**src/rtl/frac_ce_gen.sv**
```systemverilog
`default_nettype none
// ============================================================================
// Module   : frac_ce_gen
// Purpose  : Multi-channel fractional clock-enable generator. Each channel
//            emits single-cycle ce pulses at an average rate of num/den of
//            clk_sys. It uses an exact modulo accumulator, so there is no
//            long-term drift. The block also provides per-channel runtime
//            ratio configuration, run gating, synchronous phase restart,
//            sticky invalid-ratio flags and wrapping pulse counters.
// Ports    : clk_sys  - single clock
//            reset    - asynchronous active-high reset
//            run      - per-channel advance enable
//            restart  - synchronous clear of all accumulators
//            cfg_wr   - one-cycle config write strobe
//            cfg_ch   - channel addressed by cfg_wr (>= CHANNELS is ignored)
//            cfg_num  - new numerator
//            cfg_den  - new denominator
//            ce       - registered enable pulses, one bit per channel
//            err      - invalid-ratio flag (num >= den or den == 0)
//            cnt      - pulse counters, channel i at [i*CNT_W +: CNT_W]
// Revision : 1.0 - initial release
// ============================================================================
module frac_ce_gen #(
  parameter int CHANNELS = 2,
  parameter int ACC_W    = 16,
  parameter int CNT_W    = 8,
  parameter int DEF_NUM  = 895,
  parameter int DEF_DEN  = 36000
) (
  input  logic                      clk_sys,
  input  logic                      reset,
  input  logic [CHANNELS-1:0]       run,
  input  logic                      restart,
  input  logic                      cfg_wr,
  input  logic [2:0]                cfg_ch,
  input  logic [ACC_W-1:0]          cfg_num,
  input  logic [ACC_W-1:0]          cfg_den,
  output logic [CHANNELS-1:0]       ce,
  output logic [CHANNELS-1:0]       err,
  output logic [CHANNELS*CNT_W-1:0] cnt
);

  localparam logic [ACC_W-1:0] c_def_num = ACC_W'(DEF_NUM);
  localparam logic [ACC_W-1:0] c_def_den = ACC_W'(DEF_DEN);
  localparam logic             c_def_err = (c_def_num >= c_def_den) ||
                                           (c_def_den == '0);

  // Validity of the ratio being written, shared by every channel.
  logic w_cfg_err;
  assign w_cfg_err = (cfg_num >= cfg_den) || (cfg_den == '0);

  for (genvar gi = 0; gi < CHANNELS; gi++) begin : g_ch
    localparam logic [2:0] c_idx = 3'(gi);

    logic [ACC_W-1:0] r_num;
    logic [ACC_W-1:0] r_den;
    logic [ACC_W-1:0] r_acc;
    logic [CNT_W-1:0] r_cnt;
    logic             r_ce;
    logic             r_err;

    logic [ACC_W:0]   w_sum;
    logic [ACC_W:0]   w_den_x;
    logic             w_cross;
    logic             w_sel;
    logic             w_invalid;

    // One extra bit keeps acc + num exact for any den < 2^ACC_W.
    assign w_sum     = {1'b0, r_acc} + {1'b0, r_num};
    assign w_den_x   = {1'b0, r_den};
    assign w_cross   = (w_sum >= w_den_x);
    assign w_sel     = cfg_wr && (cfg_ch == c_idx);
    assign w_invalid = (r_num >= r_den) || (r_den == '0);

    always_ff @(posedge clk_sys or posedge reset) begin
      if (reset) begin
        r_num <= c_def_num;
        r_den <= c_def_den;
        r_acc <= '0;
        r_cnt <= '0;
        r_ce  <= 1'b0;
        r_err <= c_def_err;
      end else if (w_sel) begin
        // A config write wins over restart for its own channel; both clear acc.
        r_num <= cfg_num;
        r_den <= cfg_den;
        r_acc <= '0;
        r_ce  <= 1'b0;
        r_err <= w_cfg_err;
      end else if (restart) begin
        r_acc <= '0;
        r_ce  <= 1'b0;
      end else if (!run[gi]) begin
        // Phase is held so resuming continues the same pulse sequence.
        r_ce  <= 1'b0;
      end else if (w_invalid) begin
        // Degenerate ratio: saturate to an enable on every running cycle.
        r_acc <= '0;
        r_ce  <= 1'b1;
        r_cnt <= r_cnt + 1'b1;
      end else if (w_cross) begin
        // Remainder is below den, so it always fits back into ACC_W bits.
        r_acc <= ACC_W'(w_sum - w_den_x);
        r_ce  <= 1'b1;
        r_cnt <= r_cnt + 1'b1;
      end else begin
        r_acc <= w_sum[ACC_W-1:0];
        r_ce  <= 1'b0;
      end
    end

    assign ce[gi]                  = r_ce;
    assign err[gi]                 = r_err;
    assign cnt[gi*CNT_W +: CNT_W]  = r_cnt;
  end

endmodule
`default_nettype wire
```
**config.mk**
```make
export PLATFORM = sky130hd
export DESIGN_NAME = frac_ce_gen
export DESIGN_NICKNAME = d
export VERILOG_FILES = /design/src/rtl/frac_ce_gen.sv
export SDC_FILE = /design/constraint.sdc
export NUM_CORES = 1
export LEC_CHECK = 0
export ABC_AREA = 1
export BUFFER_PORTS_ARGS = -buffer_cell sky130_fd_sc_hd__buf_2
export CAP_MARGIN = 10
export CORE_MARGIN = 2
export CORE_UTILIZATION = 57
export DETAILED_ROUTE_END_ITERATION = 16
export PLACE_DENSITY = 0.8
export SLEW_MARGIN = 10
export SYNTH_ARGS = -nofsm -noshare
export SYNTH_HDL_FRONTEND = slang
export SYNTH_SLANG_ARGS = --single-unit
```
**constraint.sdc**
```tcl
create_clock -name clk_sys -period 6.7 [get_ports clk_sys]
set_input_delay 0.67 -clock clk_sys [delete_from_list [all_inputs] [get_ports clk_sys]]
set_output_delay 0.67 -clock clk_sys [all_outputs]
set_load 0.05 [all_outputs]
```
; Word level (Yosys, flattened, before mapping)
; Cells that the tools add are included.
; Widths: inputs -> output; s select.
[op_classes]
reduce_logical = 15
magnitude_cmp = 5
bitwise = 3
add_sub_neg = 6
mux = 24
n_eq_ne = 1
[op_table]
columns = cell, n
row1 = $mux 16, 10
row2 = $ge 16x16->1, 3
row3 = $logic_not 16->1, 3
row4 = $add 16x16->17, 2
row5 = $ge 17x16->1, 2
row6 = $mux 8, 4
row7 = $sub 16x16->16, 2
row8 = $add 8x1->8 const B, 2
row9 = $mux 1, 10
row10 = $reduce_and 4->1, 2
row11 = $reduce_bool 3->1, 2
row12 = $reduce_bool 2->1, 2
row13 = $eq 3x1->1 const B, 1
row14 = $logic_not 3->1, 1
row15 = $logic_or 1x1->1, 3
row16 = $not 1->1, 3
row17 = $logic_and 1x1->1, 2
[word_totals]
word_cells = 66
register_bits = 116
in_bits = 41

; Longest topological paths before layout
; Gate-level depths: netlist of the first run.
[logic_depth]
word_depth = 7
depth_mapped = 26

; Least setup slack after synthesis of the first run
; OpenSTA, ideal clock, no wires.
[synth_path]
path_type = flip-flop to flip-flop
startpoint = register g_ch[0].r_num[0]
endpoint = register g_ch[0].r_acc[7]
path_buffers = 1
setup_time_ps = 117
path_slack_ps = 3400
arrival_ps = 3182
required_ps = 6583
stages_incl_launch_ff = 26
cell_sequence = dfstp_2 -> ha_1 -> inv_1 -> fa_1 -> nand3b_1 -> nand2_2 -> nand2_1 -> nand2_1 -> nand2_1 -> nand2_1 -> xor2_1 -> inv_1 -> ha_1 -> inv_1 -> nor2_1 -> nand2_1 -> nor2_1 -> nand2_1 -> nand3_2 -> nor2_4 -> nand3_4 -> nand2_8 -> buf_12 -> nand2_1 -> nand3_1 -> nand2_1
[synth_via]
elab_chain_len = 7
[synth_lines]
columns = element, line_no
row1 = from (decl), 55  ; logic [ACC_W-1:0] r_num;
row2 = from (signal assigned), 77  ; r_num <= c_def_num;
row3 = from (signal assigned), 85  ; r_num <= cfg_num;
row4 = $add 16x16->17, 69  ; assign w_sum = {1'b0, r_acc} + {1'b0, r_num};
row5 = $sub 16x16->16 / $ge 17x16->1 (equally long branches), "103, 71"
row6 = $mux 16, 101  ; end else if (w_cross) begin
row7 = $mux 16 (*), 96  ; end else if (w_invalid) begin
row8 = $mux 16 (*), 93  ; end else if (!run[gi]) begin
row9 = $mux 16 (*), 90  ; end else if (restart) begin
row10 = $mux 16 (*), 83  ; end else if (w_sel) begin
row11 = to (signal assigned), 103  ; r_acc <= ACC_W'(w_sum - w_den_x);
row12 = to (signal assigned), 107  ; r_acc <= w_sum[ACC_W-1:0];
row13 = to (decl), 57  ; logic [ACC_W-1:0] r_acc;
; Mark *: on every way between the ends. The rest lies on a longest branch, timed or not. The select of a mux whose other input is x is not followed.
; A chain may end at the register's enable or synchronous reset.

; Final worst setup path of the first run
[layout_path]
startpoint = register g_ch[0].r_num[0]
endpoint = register g_ch[0].r_cnt[1]
[layout_via]
elab_chain_len = 4
[layout_lines]
columns = element, line_no
row1 = $add 16x16->17 / $ge 16x16->1 (equally long branches), "69, 73"
row2 = $ge 17x16->1 / $logic_or 1x1->1 (equally long branches), "71, 73"
row3 = $reduce_bool 2->1 (no source line), --
row4 = $reduce_and 4->1 (no source line), --
row5 = to (signal assigned), 100  ; r_cnt <= r_cnt + 1'b1;
row6 = to (signal assigned), 105  ; r_cnt <= r_cnt + 1'b1;
row7 = to (decl), 58  ; logic [CNT_W-1:0] r_cnt;
; Parallel ways exist; a longest one is shown, timed or not.

==> results of run 1 <==
==> kinds of logic after synthesis <==
| logic type | Yosys count |
|---|---|
| adder cells (fa/ha/maj) | 118 |
| AND/OR/NAND/NOR | 716 |
| flip-flops | 116 |
| XOR/XNOR | 46 |
| AO/OA/AOI/OAI | 200 |
| buffers and inverters | 209 |
==> synth_stat cells, types with 4 or more instances <==
| cell | n |
|---|---|
| nand2_1 | 435 |
| inv_1 | 178 |
| ha_1 | 114 |
| nand3_1 | 114 |
| o21ai_0 | 97 |
| dfrtp_1 | 88 |
| a21oi_1 | 80 |
| nor2_1 | 78 |
| dfstp_2 | 28 |
| xnor2_1 | 23 |
| xor2_1 | 23 |
| nand3b_1 | 16 |
| nand4_1 | 16 |
| clkbuf_1 | 13 |
| nand2_2 | 12 |
| nor3_1 | 10 |
| nor4_1 | 8 |
| a21oi_2 | 7 |
| buf_4 | 6 |
| nand2_8 | 5 |
| nand3_2 | 5 |
| o21bai_1 | 5 |
| fa_1 | 4 |
| inv_2 | 4 |
==> registers in the layout, indices dropped and copies added, names as in the netlist <==
name,count
g_ch.r_ce,2
g_ch.r_err,2
g_ch.r_acc,32
g_ch.r_cnt,16
g_ch.r_num,32
g_ch.r_den,32
==> per-layer routing <==
layer  share of wire  vias to the layer above
li1                -                     4690
met1            0.46                     4415
met2            0.44                      388
met3           0.075                       51
met4           0.022                        0
met5               0                        -
==> metrics by stage <==
step           hold WS [ns]  area (um2)
2_1_floorplan         0.450        9990
5_1_grt               0.369       11000
3_3_place_gp          0.462       10400
6_report              0.313       11000
3_5_place_dp          0.466       10400
4_1_cts               0.330       11000
==> area by class of cell <==
| class | instances | area, um2 | share of cell area |
|---|---|---|---|
| clock buffer | 23 | 478 | 0.0435 |
| clock inverter | 9 | 80.1 | 0.00729 |
| inverter | 184 | 696 | 0.0634 |
| multi-input combinational | 1080 | 6190 | 0.564 |
| sequential | 116 | 2940 | 0.268 |
| tap | 225 | 282 | 0.0256 |
| timing repair buffer | 62 | 315 | 0.0287 |
==> worst register-to-register path, cell delays in order (launching register included) <==
cell,delay [ns]
dfstp_2,0.53
ha_1,0.17
inv_1,0.05
fa_1,0.41
nand3b_1,0.19
nand2_2,0.11
nand2_1,0.11
nand2_1,0.14
a21oi_1,0.10
xor2_1,0.20
inv_1,0.07
ha_1,0.37
nand2_1,0.14
nor3_1,0.27
nand2_1,0.11
nand3_2,0.09
nor2_4,0.05
nand3_4,0.19
nand2_8,0.19
nand2_8,0.15
nand2_8,0.08
nand2_1,0.07
nand2_1,0.06
==> worst max path at each step <==
stage	end	depth (start not counted)	slack, ns
6_report	g_ch[0].r_cnt[1]$_DFFE_PP0P_	22	2.72
5_1_grt	g_ch[0].r_cnt[1]$_DFFE_PP0P_	26	2.37
3_3_place_gp	g_ch[0].r_cnt[2]$_DFFE_PP0P_	22	2.83
4_1_cts	g_ch[0].r_cnt[1]$_DFFE_PP0P_	26	2.73
3_5_place_dp	g_ch[0].r_cnt[1]$_DFFE_PP0P_	22	2.79
2_1_floorplan	g_ch[0].r_acc[0]$_DFFE_PP0P_	1	3.00
==> power by group through the flow <==
stage | clock, uW | combinational (uW) | sequential (uW)
2_1_floorplan | 0 | 2930 | 1070
3_3_place_gp | 0 | 3580 | 1040
3_5_place_dp | 0 | 3650 | 1050
4_1_cts | 872 | 3680 | 1040
5_1_grt | 903 | 4190 | 1060
6_report | 869 | 3740 | 1040
==> run summary, run 1 <==
GRT
-------------------------------------------------------------------------------------
Remaining global-route overflow                                                     0
GR Util met1                                                                    0.441
Maximum number of pins on one net before global-route repair                       74
Number of global-route vias before repair                                        9003
Number of antenna violations at the first check in global routing                   0
Total routing resource utilization after global routing                         0.306
Met2 GRT Util                                                                   0.468
First-pass GRT wire length                                                   44700 um
Met3 Usage GRT                                                                 0.0574
Most used routing layer in global routing                                        met2

TIMING
-------------------------------------------------------------------------------------
Number of hold violations in the final report                                       0
Final min period                                                              3.98 ns
Final Max Tran Viols                                                                0
Final-layout setup total negative slack                                          0 ns
Relative max-transition margin                                                  0.134
Max Clock Freq                                                              0.251 GHz
Post-route fraction of the period consumed by the critical path                 0.594
Count of endpoints failing setup in the final report                                0
Least setup slack across all paths after layout                               2.72 ns
Layout Skew                                                                0.00848 ns
Setup repair after global routing missed its margin                                no
Measured slew at the worst slew-check pin                                     1.29 ns

RUN STATUS
-------------------------------------------------------------------------------------
Outcome                                                                  complete, no violations

CLOCKING
-------------------------------------------------------------------------------------
Post-CTS setup buffers                                                              0
CTS resizes                                                                         0
Clock-pin slew of the registers on the worst-case setup and hold paths        0.06 ns
Clock Latency Late Sink                                                       0.42 ns
TritonCTS clock tree                                                              yes
H-tree depth reported by CTS                                                        4
Clock buffer depth                                                                  2
Sink count of the clock tree                                                      116
Inserted Clock Buffers                                                             17
Buffer cell driving the clock tree root                                     clkbuf_16
Hold-fix buffers at CTS                                                             0

DRT
-------------------------------------------------------------------------------------
DRT Pass-1 Iters                                                                    5
Initial DRC Count                                                                 899
Via count                                                                        9544
DRC viols                                                                           0
Detail-routed via count per cell                                                 5.62
Number of routed nets with antenna violations                                       0
Wire length reported by the detailed router                                  27100 um
Average routed wire per standard cell                                         15.9 um

SYNTHESIS
-------------------------------------------------------------------------------------
Cell area after technology mapping                                           9990 um2
Number of synthesized register bits                                               116
Top-area cell type share of the netlist area                                    0.220
Adder-cell area share of the yosys netlist                                      0.151
Post-synth EDFFs                                                                    0
Syn nets                                                                         1564
Mean post-synth cell area                                                    7.11 um2
Post-synthesis xor/xnor area fraction                                          0.0403
Fraction of the mapped netlist area in compound gates                           0.108
Top cells by area, synth                                                 dfrtp_1 (22%), nand2_1 (16%), ha_1 (14%), dfstp_2 (7.4%), inv_1 (6.7%)
Top flip-flop cell by instance count after synthesis                          dfrtp_1
Number of instances in the synthesized netlist                                   1405
Synth Warn #                                                                        0
Cell type with the highest aggregate area in the netlist                      dfrtp_1
Post-synthesis sequential area ratio                                            0.294
Mux cell area share after synthesis                                                 0
Count of unique library cells instantiated by Yosys                                46
Largest family of logic cells by synthesized area                        simple AND/OR/NAND/NOR gates
Synth Area in Simple Gates                                                      0.321
Asr flop ratio synth                                                             1.00

POWER AND IR DROP
-------------------------------------------------------------------------------------
Int Power                                                                     2710 uW
Net Switching                                                                 2940 uW
Leakage Power                                                              0.00599 uW
Total power                                                                   5650 uW
Clock power frac                                                                0.154
Peak supply drop                                                             0.359 mV
Part of the total power dissipated in sequential elements                       0.185
Power per Cell Area                                                        515 nW/um2
Part of the total power dissipated in combinational logic                       0.661
Switching share of total power                                                  0.520

CRITICAL PATH
-------------------------------------------------------------------------------------
Launching element type of the critical path                                 flip-flop
CP required                                                                   7.01 ns
Slowest cell delay on critical path                                           0.53 ns
Critical-path maximum fanout                                                       17
End of the worst register-to-register path                               g_ch[0].r_cnt[1]$_DFFE_PP0P_
Top delay family on crit path                                            simple AND/OR/NAND/NOR gates
Count of cells along the worst register-to-register path                           22
Slowest cell on the critical path                                             dfstp_2
Worst Setup End Kind                                                        flip-flop
Start point of the critical path                                         g_ch[0].r_num[0]$_DFFE_PP1P_
Cell mode on critical path                                                    nand2_1
Worst path buffer plus inverter count                                               2
Type of the worst setup path                                                  reg2reg
R2R Setup Slk                                                                 2.72 ns
Arrival time at the worst endpoint                                            4.28 ns
Startpoint of the worst register-to-register path                        g_ch[0].r_num[0]$_DFFE_PP1P_
Cells traversed along the worst timing path                              ha_1 -> inv_1 -> fa_1 -> nand3b_1 -> nand2_2 -> nand2_1 -> nand2_1 -> a21oi_1 -> xor2_1 -> inv_1 -> ha_1 -> nand2_1 -> nor3_1 -> nand2_1 -> nand3_2 -> nor2_4 -> nand3_4 -> nand2_8 -> nand2_8 -> nand2_8 -> nand2_1 -> nand2_1

PLACEMENT
-------------------------------------------------------------------------------------
Total of buffers placed on input and output ports                                  60
Dpl hpwl                                                                     21000 um
Number of cells in the design after placement                                    1667
Placement-stage worst setup slack                                             2.79 ns
GPL Wtd Cong                                                                     1.02

FINISH
-------------------------------------------------------------------------------------
Inserted Diodes                                                                     0
Most common library cell in the layout ignoring fill and taps                 nand2_1
Layout Utilization                                                              0.637
Fill cell count                                                                  1531
Share of post-route cells with drive strength above 1                           0.116
Area grow syn2layout                                                            9.88%
Most used cells in the layout excluding fill and tap cells               nand2_1 (435), inv_1 (177), nand3_1 (114), ha_1 (114), o21ai_0 (97)
NumNets Final                                                                    1620
Final instance count without filler cells                                        1699

FLOORPLANNING
-------------------------------------------------------------------------------------
Horiz. Die Dim                                                                 136 um
Die boundary height                                                            136 um
Starting Density                                                                0.580
Top-level port count                                                               61
Core area                                                                   17200 um2
Full die area                                                               18600 um2
Standard-cell rows                                                                 48

HOLD PATH
-------------------------------------------------------------------------------------
Hold Path Class                                                              in2async

RUN
-------------------------------------------------------------------------------------
Max Cap Violations                                                                  0

Note: power is estimated with default switching activity, not from simulation.
==> run 2: changes to the inputs <==
PLACE_DENSITY = 0.83   (was 0.8)
clock period = 3.45 ns   (was 6.7 ns; I/O delays follow)
==> run summary, run 2 (synthesis gave the netlist of run 1 again) <==
RUN STATUS
-------------------------------------------------------------------------------------
Outcome                                                                  complete, but fails checks   was complete, no violations
Failing checks                                                           setup timing

CRITICAL PATH
-------------------------------------------------------------------------------------
CP required                                                                   3.76 ns   was 7.01 ns
Critical-path maximum fanout                                                        6   was 17
Type of the worst setup path                                                  reg2reg   unchanged
Launching element type of the critical path                                 flip-flop   unchanged
Worst Setup End Kind                                                        flip-flop   unchanged
Arrival time at the worst endpoint                                            3.81 ns   was 4.28 ns

FINISH
-------------------------------------------------------------------------------------
Area grow syn2layout                                                            25.7%   was 9.88%
Share of post-route cells with drive strength above 1                           0.261   was 0.116
Final instance count without filler cells                                        1804   was 1699
NumNets Final                                                                    1726   was 1620
Most used cells in the layout excluding fill and tap cells               nand2_1 (371), inv_1 (166), nand3_1 (110)   was nand2_1 (435), inv_1 (177), nand3_1 (114), ha_1 (114), o21ai_0 (97)
Registers with the most flip-flops                                       g_ch.r_acc x32, g_ch.r_den x32, g_ch.r_num x32   unchanged
Layout Utilization                                                              0.729   was 0.637
Most common library cell in the layout ignoring fill and taps                 nand2_1   unchanged

HOLD PATH
-------------------------------------------------------------------------------------
Hold Path Class                                                              in2async   unchanged

PLACEMENT
-------------------------------------------------------------------------------------
Dpl hpwl                                                                     22000 um   was 21000 um
GPL Wtd Cong                                                                    0.953   was 1.02
Total of buffers placed on input and output ports                                  60   unchanged
Number of cells in the design after placement                                    1741   was 1667

GRT
-------------------------------------------------------------------------------------
First-pass GRT wire length                                                   47500 um   was 44700 um
Number of antenna violations at the first check in global routing                   2   was 0
Maximum number of pins on one net before global-route repair                       69   was 74
Remaining global-route overflow                                                     0   unchanged
Number of global-route vias before repair                                        9467   was 9003
Total routing resource utilization after global routing                         0.328   was 0.306

CLOCKING
-------------------------------------------------------------------------------------
Inserted Clock Buffers                                                             17   unchanged
Clock buffer depth                                                                  2   unchanged
H-tree depth reported by CTS                                                        4   unchanged
Sink count of the clock tree                                                      116   unchanged
Hold-fix buffers at CTS                                                             0   unchanged
Clock Latency Late Sink                                                       0.43 ns   was 0.42 ns
TritonCTS clock tree                                                              yes   unchanged
Clock-pin slew of the registers on the worst-case setup and hold paths        0.06 ns   about the same
Buffer cell driving the clock tree root                                     clkbuf_16   unchanged

TIMING
-------------------------------------------------------------------------------------
Measured slew at the worst slew-check pin                                    0.882 ns   was 1.29 ns
Count of endpoints failing setup in the final report                               17   was 0
Relative max-transition margin                                                  0.412   was 0.134
Least setup slack across all paths after layout                            -0.0577 ns   was 2.72 ns
Setup repair after global routing missed its margin                               yes   was no
Number of hold violations in the final report                                       0   unchanged
Max Clock Freq                                                              0.285 GHz   was 0.251 GHz
Post-route fraction of the period consumed by the critical path                  1.02   was 0.594
Final min period                                                              3.51 ns   was 3.98 ns
Final Max Tran Viols                                                                0   unchanged
Layout Skew                                                                0.00908 ns   was 0.00848 ns

DRT
-------------------------------------------------------------------------------------
DRC viols                                                                           0   unchanged
Via count                                                                       10400   was 9544
Detail-routed via count per cell                                                 5.74   was 5.62
DRT Pass-1 Iters                                                                    6   was 5
Initial DRC Count                                                                 929   was 899
Wire length reported by the detailed router                                  30700 um   was 27100 um
Average routed wire per standard cell                                         17.0 um   was 15.9 um
Number of routed nets with antenna violations                                       0   unchanged

FLOORPLANNING
-------------------------------------------------------------------------------------
Top-level port count                                                               61   unchanged
Starting Density                                                                0.580   unchanged
Full die area                                                               18600 um2   unchanged
Die boundary height                                                            136 um   unchanged
Horiz. Die Dim                                                                 136 um   unchanged
Core area                                                                   17200 um2   unchanged
Standard-cell rows                                                                 48   unchanged

POWER AND IR DROP
-------------------------------------------------------------------------------------
Leakage Power                                                              0.00660 uW   was 0.00599 uW
Power per Cell Area                                                       1120 nW/um2   was 515 nW/um2
Peak supply drop                                                             0.602 mV   was 0.359 mV
Total power                                                                  14000 uW   was 5650 uW

RUN
-------------------------------------------------------------------------------------
Max Cap Violations                                                                  0   unchanged

==> run 2: final cells by class <==
| cell class | count | area (um2) |
|---|---|---|
| clock inverters | 10 | 111 |
| multi-input cells | 1087 | 6970 |
| fillers | 1271 | 4680 |
| repair buffers | 161 | 1110 |
| inverters | 184 | 696 |
| diodes | 1 | 2.50 |
| clock buffers | 20 | 447 |
| well taps | 225 | 282 |
| flip-flops and latches | 116 | 2940 |
==> run 2: where the power goes <==
part	internal, uW	leakage (uW)	switching (uW)	total [uW]
sequential	1750	0.00144	310	2060
clock	1070	0.000268	639	1710
combinational	4210	0.00489	6050	10300
==> run 2: worst paths after layout <==
kind | from | to | slack [ns] | cells past startpoint
worst max register to register | g_ch[1].r_num[1]$_DFFE_PP1P_ | g_ch[1].r_cnt[1]$_DFFE_PP0P_ | -0.06 | 23
worst min register to register | g_ch[0].r_err$_DFFE_PP0P_ | g_ch[0].r_err$_DFFE_PP0P_ | 0.48 | 2
min in group clk_sys | cfg_num[1] | g_ch[1].r_num[1]$_DFFE_PP1P_ | 0.19 | 3
worst min-delay path | reset | g_ch[0].r_cnt[3]$_DFFE_PP0P_ | 0.12 | 2
worst max-delay path | g_ch[1].r_num[1]$_DFFE_PP1P_ | g_ch[1].r_cnt[1]$_DFFE_PP0P_ | -0.06 | 23
max in group asynchronous | reset | g_ch[0].r_num[3]$_DFFE_PP1P_ | 2.50 | 3
==> run 2: through the flow <==
stage               hold slack (ns)  worst slack, ns  instance area [um2]  setup TNS [ns]
floorplan                     0.450           0.0789                 9990               0
global placement              0.469           -0.236                11000           -5.49
detailed placement            0.464           -0.252                11000           -6.87
CTS                           0.138         -0.00921                11900         -0.0123
global route                  0.185           -0.223                12600           -8.03
finish                        0.120          -0.0577                12600          -0.319
==> run 2: repair_timing <==
item	4_1_cts	5_1_grt
endpoints found under the setup margin	50	50
gates resized for setup	45	131
pin swaps	26	57
gates cloned	4	3
buffers inserted	9	16
==> run 2: routing by layer <==
metal / wire length (um) / vias up / share of wire / global-route usage
li1: - / 4916 / - / -
met5: 12 / - / 0.00039 / 0
met1: 13500 / 4823 / 0.44 / 0.464
met3: 2850 / 93 / 0.093 / 0.0712
met2: 13500 / 516 / 0.44 / 0.499
met4: 864 / 2 / 0.028 / 0.102
==> run 2: worst max-delay path: stages (launching register included) <==
cell,delay (ns)
dfstp_2,0.53
buf_4,0.11
ha_1,0.24
nand3_1,0.14
nand2_2,0.12
nand2_1,0.12
nand2_2,0.10
xor2_1,0.26
inv_1,0.08
ha_2,0.38
nand2_2,0.11
nor2_4,0.13
inv_2,0.05
nor3_2,0.17
nand2_2,0.07
nand2_2,0.09
nand2_4,0.07
inv_4,0.08
nor2_8,0.05
buf_12,0.13
nand2_8,0.11
nand2_8,0.09
nand2_2,0.08
nand2_1,0.06
